File: src/rtl/mem_arbiter.sv
// mem_arbiter: round-robin sharing of one variable-latency memory port among CORE_COUNT cores.
// One transaction in flight; outputs come from registers or state decode only.
`ifndef REG_SIZE
`define REG_SIZE 32
`endif
`ifndef ADDR_SIZE
`define ADDR_SIZE 32
`endif
module mem_arbiter #(
    parameter int CORE_COUNT = 4,
    parameter int REG_SIZE   = `REG_SIZE,
    parameter int ADDR_SIZE  = `ADDR_SIZE,
    parameter int GRANT_W    = $clog2(CORE_COUNT)
) (
    input  logic                             clk,
    input  logic                             reset,
    input  logic [2*CORE_COUNT-1:0]          core_enable,
    input  logic [ADDR_SIZE*CORE_COUNT-1:0]  core_addr,
    input  logic [REG_SIZE*CORE_COUNT-1:0]   core_wr_data,
    output logic [REG_SIZE-1:0]              core_rd_data,
    output logic [CORE_COUNT-1:0]            core_ready_sig,
    output logic [1:0]                       mem_enable,
    output logic [ADDR_SIZE-1:0]             mem_addr,
    output logic [REG_SIZE-1:0]              mem_wr_data,
    input  logic [REG_SIZE-1:0]              mem_rd_data,
    input  logic                             mem_ack,
    output logic                             err
);
    typedef enum logic [1:0] {IDLE, BUSY, RESP} state_t;
    state_t               state_q, state_d;
    logic [GRANT_W-1:0]   last_q, last_d, grant_q, grant_d, pick;
    logic [1:0]           op_q, op_d;
    logic [ADDR_SIZE-1:0] addr_q, addr_d;
    logic [REG_SIZE-1:0]  wdata_q, wdata_d, rd_buf_q, rd_buf_d;
    logic                 err_q, err_d, hit;
    logic [CORE_COUNT-1:0] req, bad;

    // 01/10 are requests (odd parity); 11 is flagged but never served
    for (genvar i = 0; i < CORE_COUNT; i++) begin : g_slot
        assign req[i] = ^core_enable[2*i +: 2];
        assign bad[i] = &core_enable[2*i +: 2];
    end

    always_comb begin
        hit  = 1'b0;
        pick = last_q;
        for (int k = 1; k <= CORE_COUNT; k++) begin
            if (!hit && req[GRANT_W'((int'(last_q) + k) % CORE_COUNT)]) begin
                hit  = 1'b1;
                pick = GRANT_W'((int'(last_q) + k) % CORE_COUNT);
            end
        end
    end

    always_comb begin
        state_d  = state_q;
        last_d   = last_q;
        grant_d  = grant_q;
        op_d     = op_q;
        addr_d   = addr_q;
        wdata_d  = wdata_q;
        rd_buf_d = rd_buf_q;
        err_d    = err_q | (|bad);
        case (state_q)
            IDLE: if (hit) begin
                grant_d = pick;
                op_d    = core_enable[2*pick +: 2];
                addr_d  = core_addr[ADDR_SIZE*pick +: ADDR_SIZE];
                wdata_d = core_wr_data[REG_SIZE*pick +: REG_SIZE];
                state_d = BUSY;
            end
            BUSY: if (mem_ack) begin
                rd_buf_d = (op_q == 2'b01) ? mem_rd_data : rd_buf_q;
                state_d  = RESP;
            end
            RESP: begin
                last_d  = grant_q;
                state_d = IDLE;
            end
            default: state_d = IDLE;
        endcase
    end

    always_ff @(posedge clk or negedge reset) begin
        if (!reset) begin
            state_q  <= IDLE;
            last_q   <= GRANT_W'(CORE_COUNT - 1);
            grant_q  <= '0;
            op_q     <= 2'b00;
            addr_q   <= '0;
            wdata_q  <= '0;
            rd_buf_q <= '0;
            err_q    <= 1'b0;
        end else begin
            state_q  <= state_d;
            last_q   <= last_d;
            grant_q  <= grant_d;
            op_q     <= op_d;
            addr_q   <= addr_d;
            wdata_q  <= wdata_d;
            rd_buf_q <= rd_buf_d;
            err_q    <= err_d;
        end
    end

    assign mem_enable     = (state_q == BUSY) ? op_q : 2'b00;
    assign mem_addr       = addr_q;
    assign mem_wr_data    = wdata_q;
    assign core_rd_data   = rd_buf_q;
    assign core_ready_sig = (state_q == RESP) ? CORE_COUNT'(1) << grant_q : '0;
    assign err            = err_q;
endmodule

File: config.mk
export PLATFORM = sky130hd
export DESIGN_NAME = mem_arbiter
export DESIGN_NICKNAME = d
export VERILOG_FILES = /design/src/rtl/mem_arbiter.sv
export SDC_FILE = /design/constraint.sdc
export NUM_CORES = 1
export LEC_CHECK = 0
export CAP_MARGIN = 20
export CORE_AREA = 2 2 158 160
export CTS_BUF_LIST = sky130_fd_sc_hd__clkbuf_4
export DETAILED_ROUTE_END_ITERATION = 12
export DIE_AREA = 0 0 160 162
export MAX_ROUTING_LAYER = met4
export PLACE_DENSITY = 0.7
export SYNTH_ARGS = -nofsm -noshare
export SYNTH_HDL_FRONTEND = slang
export SYNTH_SLANG_ARGS = --single-unit
File: constraint.sdc
create_clock -name clk -period 3 [get_ports clk]
set_clock_uncertainty 0.1 [all_clocks]
set_input_delay 0.75 -clock clk [delete_from_list [all_inputs] [get_ports clk]]
set_output_delay 0.75 -clock clk [all_outputs]
set_load 0.02 [all_outputs]
==> results.toml, run 1 <==
[placed_design]
dp_hpwl_um = 17840
dp_slack_ps = -235.1
place_congestion = 0.8544
io_buffers = 401

[synthesis]
postSynth.asyncResetShare = 1.000
synth_seq_area_share = 0.4522
syn_area_per_cell_sq_um = 11.92
synth_area_sq_um = 5816
synthCells = 488
yosysWarnings = 0
synth_nets = 791
synth_cell_types = 30
synth_top_flop_cell = "dfrtp_1"
synth_seq_cells = 105
synth_edf_count = 0

[power_and_ir_drop]
pwr-share-seq = 0.265
switching_share = 0.4242
netSwitchingPower_mw = 4.076
vdd_ir_drop_max_mv = 0.4606
total_power_mw = 9.609
leakage_nw = 4.372
power.density_nw_per_um2 = 926.7
clock_power_share = 0.079
p_int_mw = 5.533
pwr-share-comb = 0.655

[critical_path]
r2r_cells = 7
path_class = "reg -> out"
worst-path-buf-inv = 1
crit_cells = 3
critPathTopFamily = "buffers and inverters"
r2r-end = "mem_wr_data[2]"
r2r_setup_slack_ps = 790
cp_cell_sequence = "nor2b_2 -> and3_1 -> clkdlybuf4s50_1"
slowest_delay_ps = 660
crit_path_start_kind = "register"
cp.required_ps = 2150
setup.worst_path.start = "state_q[1]"
slowest_stage = "clkdlybuf4s50_1"
arrival_ps = 1990
crit_path_max_fanout = 5
worstSetupEndpoint = "core_ready_sig[3]"
worst_setup_path_end_kind = "primary output"
worstReg2RegStart = "last_q[0]"

[clock_network]
cts_buffers = 9
cts_resized = 0
path_clk_slew_ps = 190
hold_buffers = 0
clk_latency_ps = 470
cts_tree = "yes"
cts_sinks = 105
post_cts_buffers = 0
cts.htree.levels = 3
clockBufferDepth = 2
cts_root_buf = "clkbuf_4"

[timing]
max_clock_freq_mhz = 351.8
setup_viol = 0
drv_slew = 0
finalCritPeriodShare = 0.9475
slew_headroom = 0.7098
fin_ws_ps = 157.5
layout_min_cycle_time_ps = 2843
tightestPinTransition_ps = 435.3
hold_violations = 0
rsz0062_at_grt = "no"

[floorplanning]
boundaryPins = 402
die_w_um = 160
die-area_sq_um = 25920
dieHeight_um = 162
rows = 57
start_util = 0.2413
coreArea_sq_um = 24110

[global_route]
grt_pass1_wl_um = 34900
grt_usage = 0.1782
grt.overflow.total = 0
grt_start_max_net_pins = 46
grt_pass1_vias = 6163
antenna_found_initial = 3

[detailed_routing]
wl_per_cell_um = 18.78
viasPerCell = 4.613
drc = 0
ant_nets = 0
wirelength_um = 22910
dr.pass1.iters = 7
via_count = 5628
drt-initial-drc-count = 379

[layout]
nFillCells = 2343
fin_nets = 1191
syn2layout_area_growth_pct = 78.29
drive_gt1_frac = 0.09518

[status]
status = "completed"

[min_path]
hp-class = "in -> async"

[job]
max_cap_viol_count = 0
## area by class of cell
type | count | area, sq um | share of cell area
clock buffers | 9 | 67.56 | 0.006516
repair buffers | 430 | 4387 | 0.4231
flip-flops and latches | 105 | 2630 | 0.2536
multi-input cells | 340 | 2795 | 0.2696
inverters | 2 | 7.507 | 0.0007240
diodes | 3 | 7.507 | 0.0007240
well taps | 324 | 405.4 | 0.03910
clock inverters | 7 | 68.82 | 0.006637
## state kept, by name, indices dropped and copies added (netlist names)
signal and cells:
core_rd_data 32, mem_addr 32, mem_wr_data 32, grant_q 2, last_q 2, op_q 2, state_q 2, err 1
## worst register-to-register path, cell delays in order (launching register included)
cell	delay (ps)
dfstp_2	620
nor2b_1	70
a211o_1	280
o2bb2a_4	300
buf_12	190
buf_4	190
mux2i_1	250
o221ai_1	130
## logic make-up after synthesis
family                   Yosys count  share of synthesized area
adder cells (fa/ha/maj)            4                   0.008606
AND/OR/NAND/NOR                   97                    0.06906
flip-flops                       105                     0.4522
buffers and inverters             43                    0.06906
AO/OA/AOI/OAI                     75                     0.1119
multiplexers                     164                     0.2892
## worst min path at each step
stage / start / end / slack [ps]
global route: reset / mem_wr_data[16] / 30
floorplan: reset / core_rd_data[0] / 350
finish: reset / mem_wr_data[16] / 80
global placement: err / err / 350
detailed placement: err / err / 360
CTS: reset / mem_wr_data[16] / 20
## metrics by stage
step	instance area [sq um]	hold slack, ps	TNS, ps	util	cells
2_1_floorplan	5816	351.2	0	-	488
3_3_place_gp	10210	354.3	-5220	0.4236	1201
3_5_place_dp	10210	358.0	-8892	0.4236	1201
4_1_cts	10350	22.38	0	0.4293	1217
5_1_grt	10370	26.89	0	0.4301	1220
6_report	10370	81.67	0	0.4301	1220
## per-layer routing
layer  vias up  share of wire  wire length [um]  GRT usage
met5         -              0                 0          -
met4         0          0.023               531    0.05364
met3        40          0.070              1614    0.04571
met2       265           0.51             11720     0.3083
met1      2688           0.39              9037     0.2040
li1       2635              -                 -          -
## power groups by stage
| stage | sequential, mW | combinational [mW] | clock, mW |
|---|---|---|---|
| final | 2.55 | 6.29 | 0.764 |
| after CTS | 2.55 | 6.38 | 0.829 |
| after detailed placement | 2.57 | 6.38 | 0 |
| after global placement | 2.56 | 6.29 | 0 |
| after floorplan | 3.30 | 3.17 | 0 |
| after global routing | 2.64 | 6.72 | 0.866 |
## cell usage after synthesis (all sizes together) (2+ instances only)
master | n | share of area
a211o | 2 | 0.0030
and2 | 3 | 0.0032
buf | 14 | 0.035
bufbuf | 6 | 0.019
clkbuf | 21 | 0.014
dfrtp | 103 | 0.44
dfstp | 2 | 0.0090
ha | 4 | 0.0086
inv | 2 | 0.0013
mux2 | 32 | 0.062
mux2i | 132 | 0.23
nand2 | 78 | 0.050
nand2b | 3 | 0.0032
nor2 | 4 | 0.0026
nor2b | 3 | 0.0032
nor3 | 3 | 0.0026
o21ai | 3 | 0.0026
o221ai | 66 | 0.099
## layout by cell type, fill, tap and decap left out, types with 2 or more instances in the layout
cell / instances
clkdlybuf4s50_1: 397
mux2i_1: 132
dfrtp_1: 103
nand2_1: 77
o221ai_1: 66
mux2_2: 31
buf_4: 18
buf_12: 12
clkbuf_4: 9
nor2_1: 4
ha_1: 4
diode_2: 3
nor3_1: 3
and2_1: 3
o21ai_0: 3
clkinv_4: 3
inv_8: 3
dlymetal6s2s_1: 3
nand2b_1: 2
nor2b_2: 2
inv_1: 2
dfstp_2: 2
(Power assumes the default switching activity.)
==> run 2: changes to the inputs <==
--- a/config.mk
+++ b/config.mk
@@ -7,9 +7,10 @@
 export LEC_CHECK = 0
 export CAP_MARGIN = 20
 export CORE_AREA = 2 2 158 160
-export CTS_BUF_LIST = sky130_fd_sc_hd__clkbuf_4
+export CTS_BUF_LIST = sky130_fd_sc_hd__clkbuf_8
 export DETAILED_ROUTE_END_ITERATION = 12
 export DIE_AREA = 0 0 160 162
+export GPL_ROUTABILITY_DRIVEN = 0
 export MAX_ROUTING_LAYER = met4
 export PLACE_DENSITY = 0.7
 export SYNTH_ARGS = -nofsm -noshare
==> constraint.sdc (replaced) <==
create_clock -name clk -period 2.95 [get_ports clk]
set_clock_uncertainty 0.1 [all_clocks]
set_input_delay 0.7375 -clock clk [delete_from_list [all_inputs] [get_ports clk]]
set_output_delay 0.7375 -clock clk [all_outputs]
set_load 0.02 [all_outputs]
==> run 2 against run 1 <==
Sequential power is essentially flat. Final cell count grew 0.41%. Critical path depth grew 6. First-iteration DRC count shrank 15%. Worst setup slack lost 81 ps. Power grew 4.9%. Sequential share of layout area shrank 0.27 points. Via count shrank 0.66%. Critical path type is now in -> reg.
==> results.toml, run 2 (same netlist as run 1, synthesis figures left out) <==
[status]
status = "completed"

[layout]
final_cell_mix = "400 x clkdlybuf4s50_1, 132 x mux2i_1, 103 x dfrtp_1, 77 x nand2_1, 66 x o221ai_1"
drive_gt1_frac = 0.09889
fin_cells = 1225
syn2layout_area_growth_pct = 80.21
layout_commonest_cell = "clkdlybuf4s50_1"
fin_nets = 1198
design_area_sq_um = 10480

[power_and_ir_drop]
total_power_mw = 10.08
vdd_ir_drop_max_mv = 0.5507
power.density_nw_per_um2 = 961.5
leakage_nw = 4.378

[critical_path]
r2r_cells = 7
worstReg2RegStart = "last_q[0]"
cp_cell_sequence = "clkdlybuf4s50_1 -> ha_1 -> nor2b_1 -> a211o_1 -> o2bb2a_4 -> buf_12 -> buf_4 -> mux2i_1 -> o221ai_1"
worst_setup_path_end_kind = "register"
crit_path_start_kind = "input port"
critPathTopFamily = "buffers and inverters"
slowest_stage = "clkdlybuf4s50_1"
r2r_setup_slack_ps = 690
cp.required_ps = 3120
slowest_delay_ps = 430
arrival_ps = 3040
worst-path-buf-inv = 3
r2r-end = "mem_wr_data[2]"
path_class = "in -> reg"
crit_path_max_fanout = 21

[timing]
finalCritPeriodShare = 0.9741
drv_slew = 0
rsz0062_at_grt = "no"
layout_min_cycle_time_ps = 2874
slew_headroom = 0.6693
max_clock_freq_mhz = 348.0
setup_viol = 0
hold_violations = 0
tightestPinTransition_ps = 496.1

[detailed_routing]
ant_nets = 0
drt-initial-drc-count = 324
wl_per_cell_um = 18.64
drc = 0
viasPerCell = 4.564
wirelength_um = 22830
via_count = 5591
dr.pass1.iters = 4

[floorplanning]
dieHeight_um = 162
coreArea_sq_um = 24110
boundaryPins = 402
die_w_um = 160
start_util = 0.2413
rows = 57
die-area_sq_um = 25920

[global_route]
grt.overflow.total = 0
grt_pass1_wl_um = 34300
grt_start_max_net_pins = 46
antenna_found_initial = 0
grt_pass1_vias = 6090
grt_usage = 0.1755

[clock_network]
cts_root_buf = "clkbuf_8"
cts.htree.levels = 3
cts_sinks = 105
clockBufferDepth = 2
clk_latency_ps = 370
post_cts_buffers = 0
cts_resized = 0
hold_buffers = 0
cts_tree = "yes"
path_clk_slew_ps = 130
cts_buffers = 9

[job]
max_cap_viol_count = 0

[placed_design]
dp_hpwl_um = 17490
placed_cell_area_sq_um = 10300
io_buffers = 401
dp.cells = 1208

[min_path]
hp-class = "in -> async"
[run 2: changes by cell type in the layout (fill, tap and decap cells not counted), moves of 3 or more]
cell,before,now
clkbuf_4,9,0
clkbuf_8,0,9
buf_4,18,22
buf_12,12,15
clkdlybuf4s50_1,397,400
clkinv_4,3,0
dlymetal6s2s_1,3,0
inv_6,1,4
inv_8,3,0
[run 2: routing by layer]
| layer | share of wire | track usage |
|---|---|---|
| met3 | 0.059 | 0.03524 |
| met5 | 0 | - |
| met1 | 0.41 | 0.2038 |
| met4 | 0.023 | 0.05733 |
| met2 | 0.51 | 0.3056 |
[run 2: how the worst max path moves through the flow]
stage	startpoint	to	slack (ps)	cells past startpoint
3_5_place_dp	core_enable[2]	mem_wr_data[2]	-290	9
2_1_floorplan	core_enable[2]	mem_wr_data[1]	390	9
4_1_cts	core_enable[2]	mem_wr_data[2]	120	9
5_1_grt	state_q[1]	core_ready_sig[1]	10	4
3_3_place_gp	core_enable[2]	mem_wr_data[2]	-180	9
6_report	core_enable[2]	mem_wr_data[2]	80	9
[run 2: layout make-up]
type,count,area (sq um)
clock inverter,7,51.30
multi-input combinational,340,2790
antenna,1,2.502
fill,2352,13630
sequential,105,2630
clock buffer,9,123.9
inverter,2,7.507
tap,324,405.4
timing repair buffer,437,4469
[run 2: report_power, final]
group | switching (mW) | internal [mW] | total, mW
Combinational | 3.21 | 3.40 | 6.60
Clock | 0.578 | 0.317 | 0.894
Sequential | 0.404 | 2.17 | 2.58
[run 2: stage by stage]
step / setup TNS (ps) / worst slack (ps) / util / hold slack [ps]
6_report: 0 / 76.37 / 0.4348 / 184.1
5_1_grt: 0 / 12.16 / 0.4347 / 213.1
4_1_cts: 0 / 124.1 / 0.4347 / 184.3
3_5_place_dp: -10090 / -286.0 / 0.4274 / 371.2
3_3_place_gp: -6464 / -184.5 / 0.4274 / 348.0
2_1_floorplan: 0 / 387.8 / - / 341.9
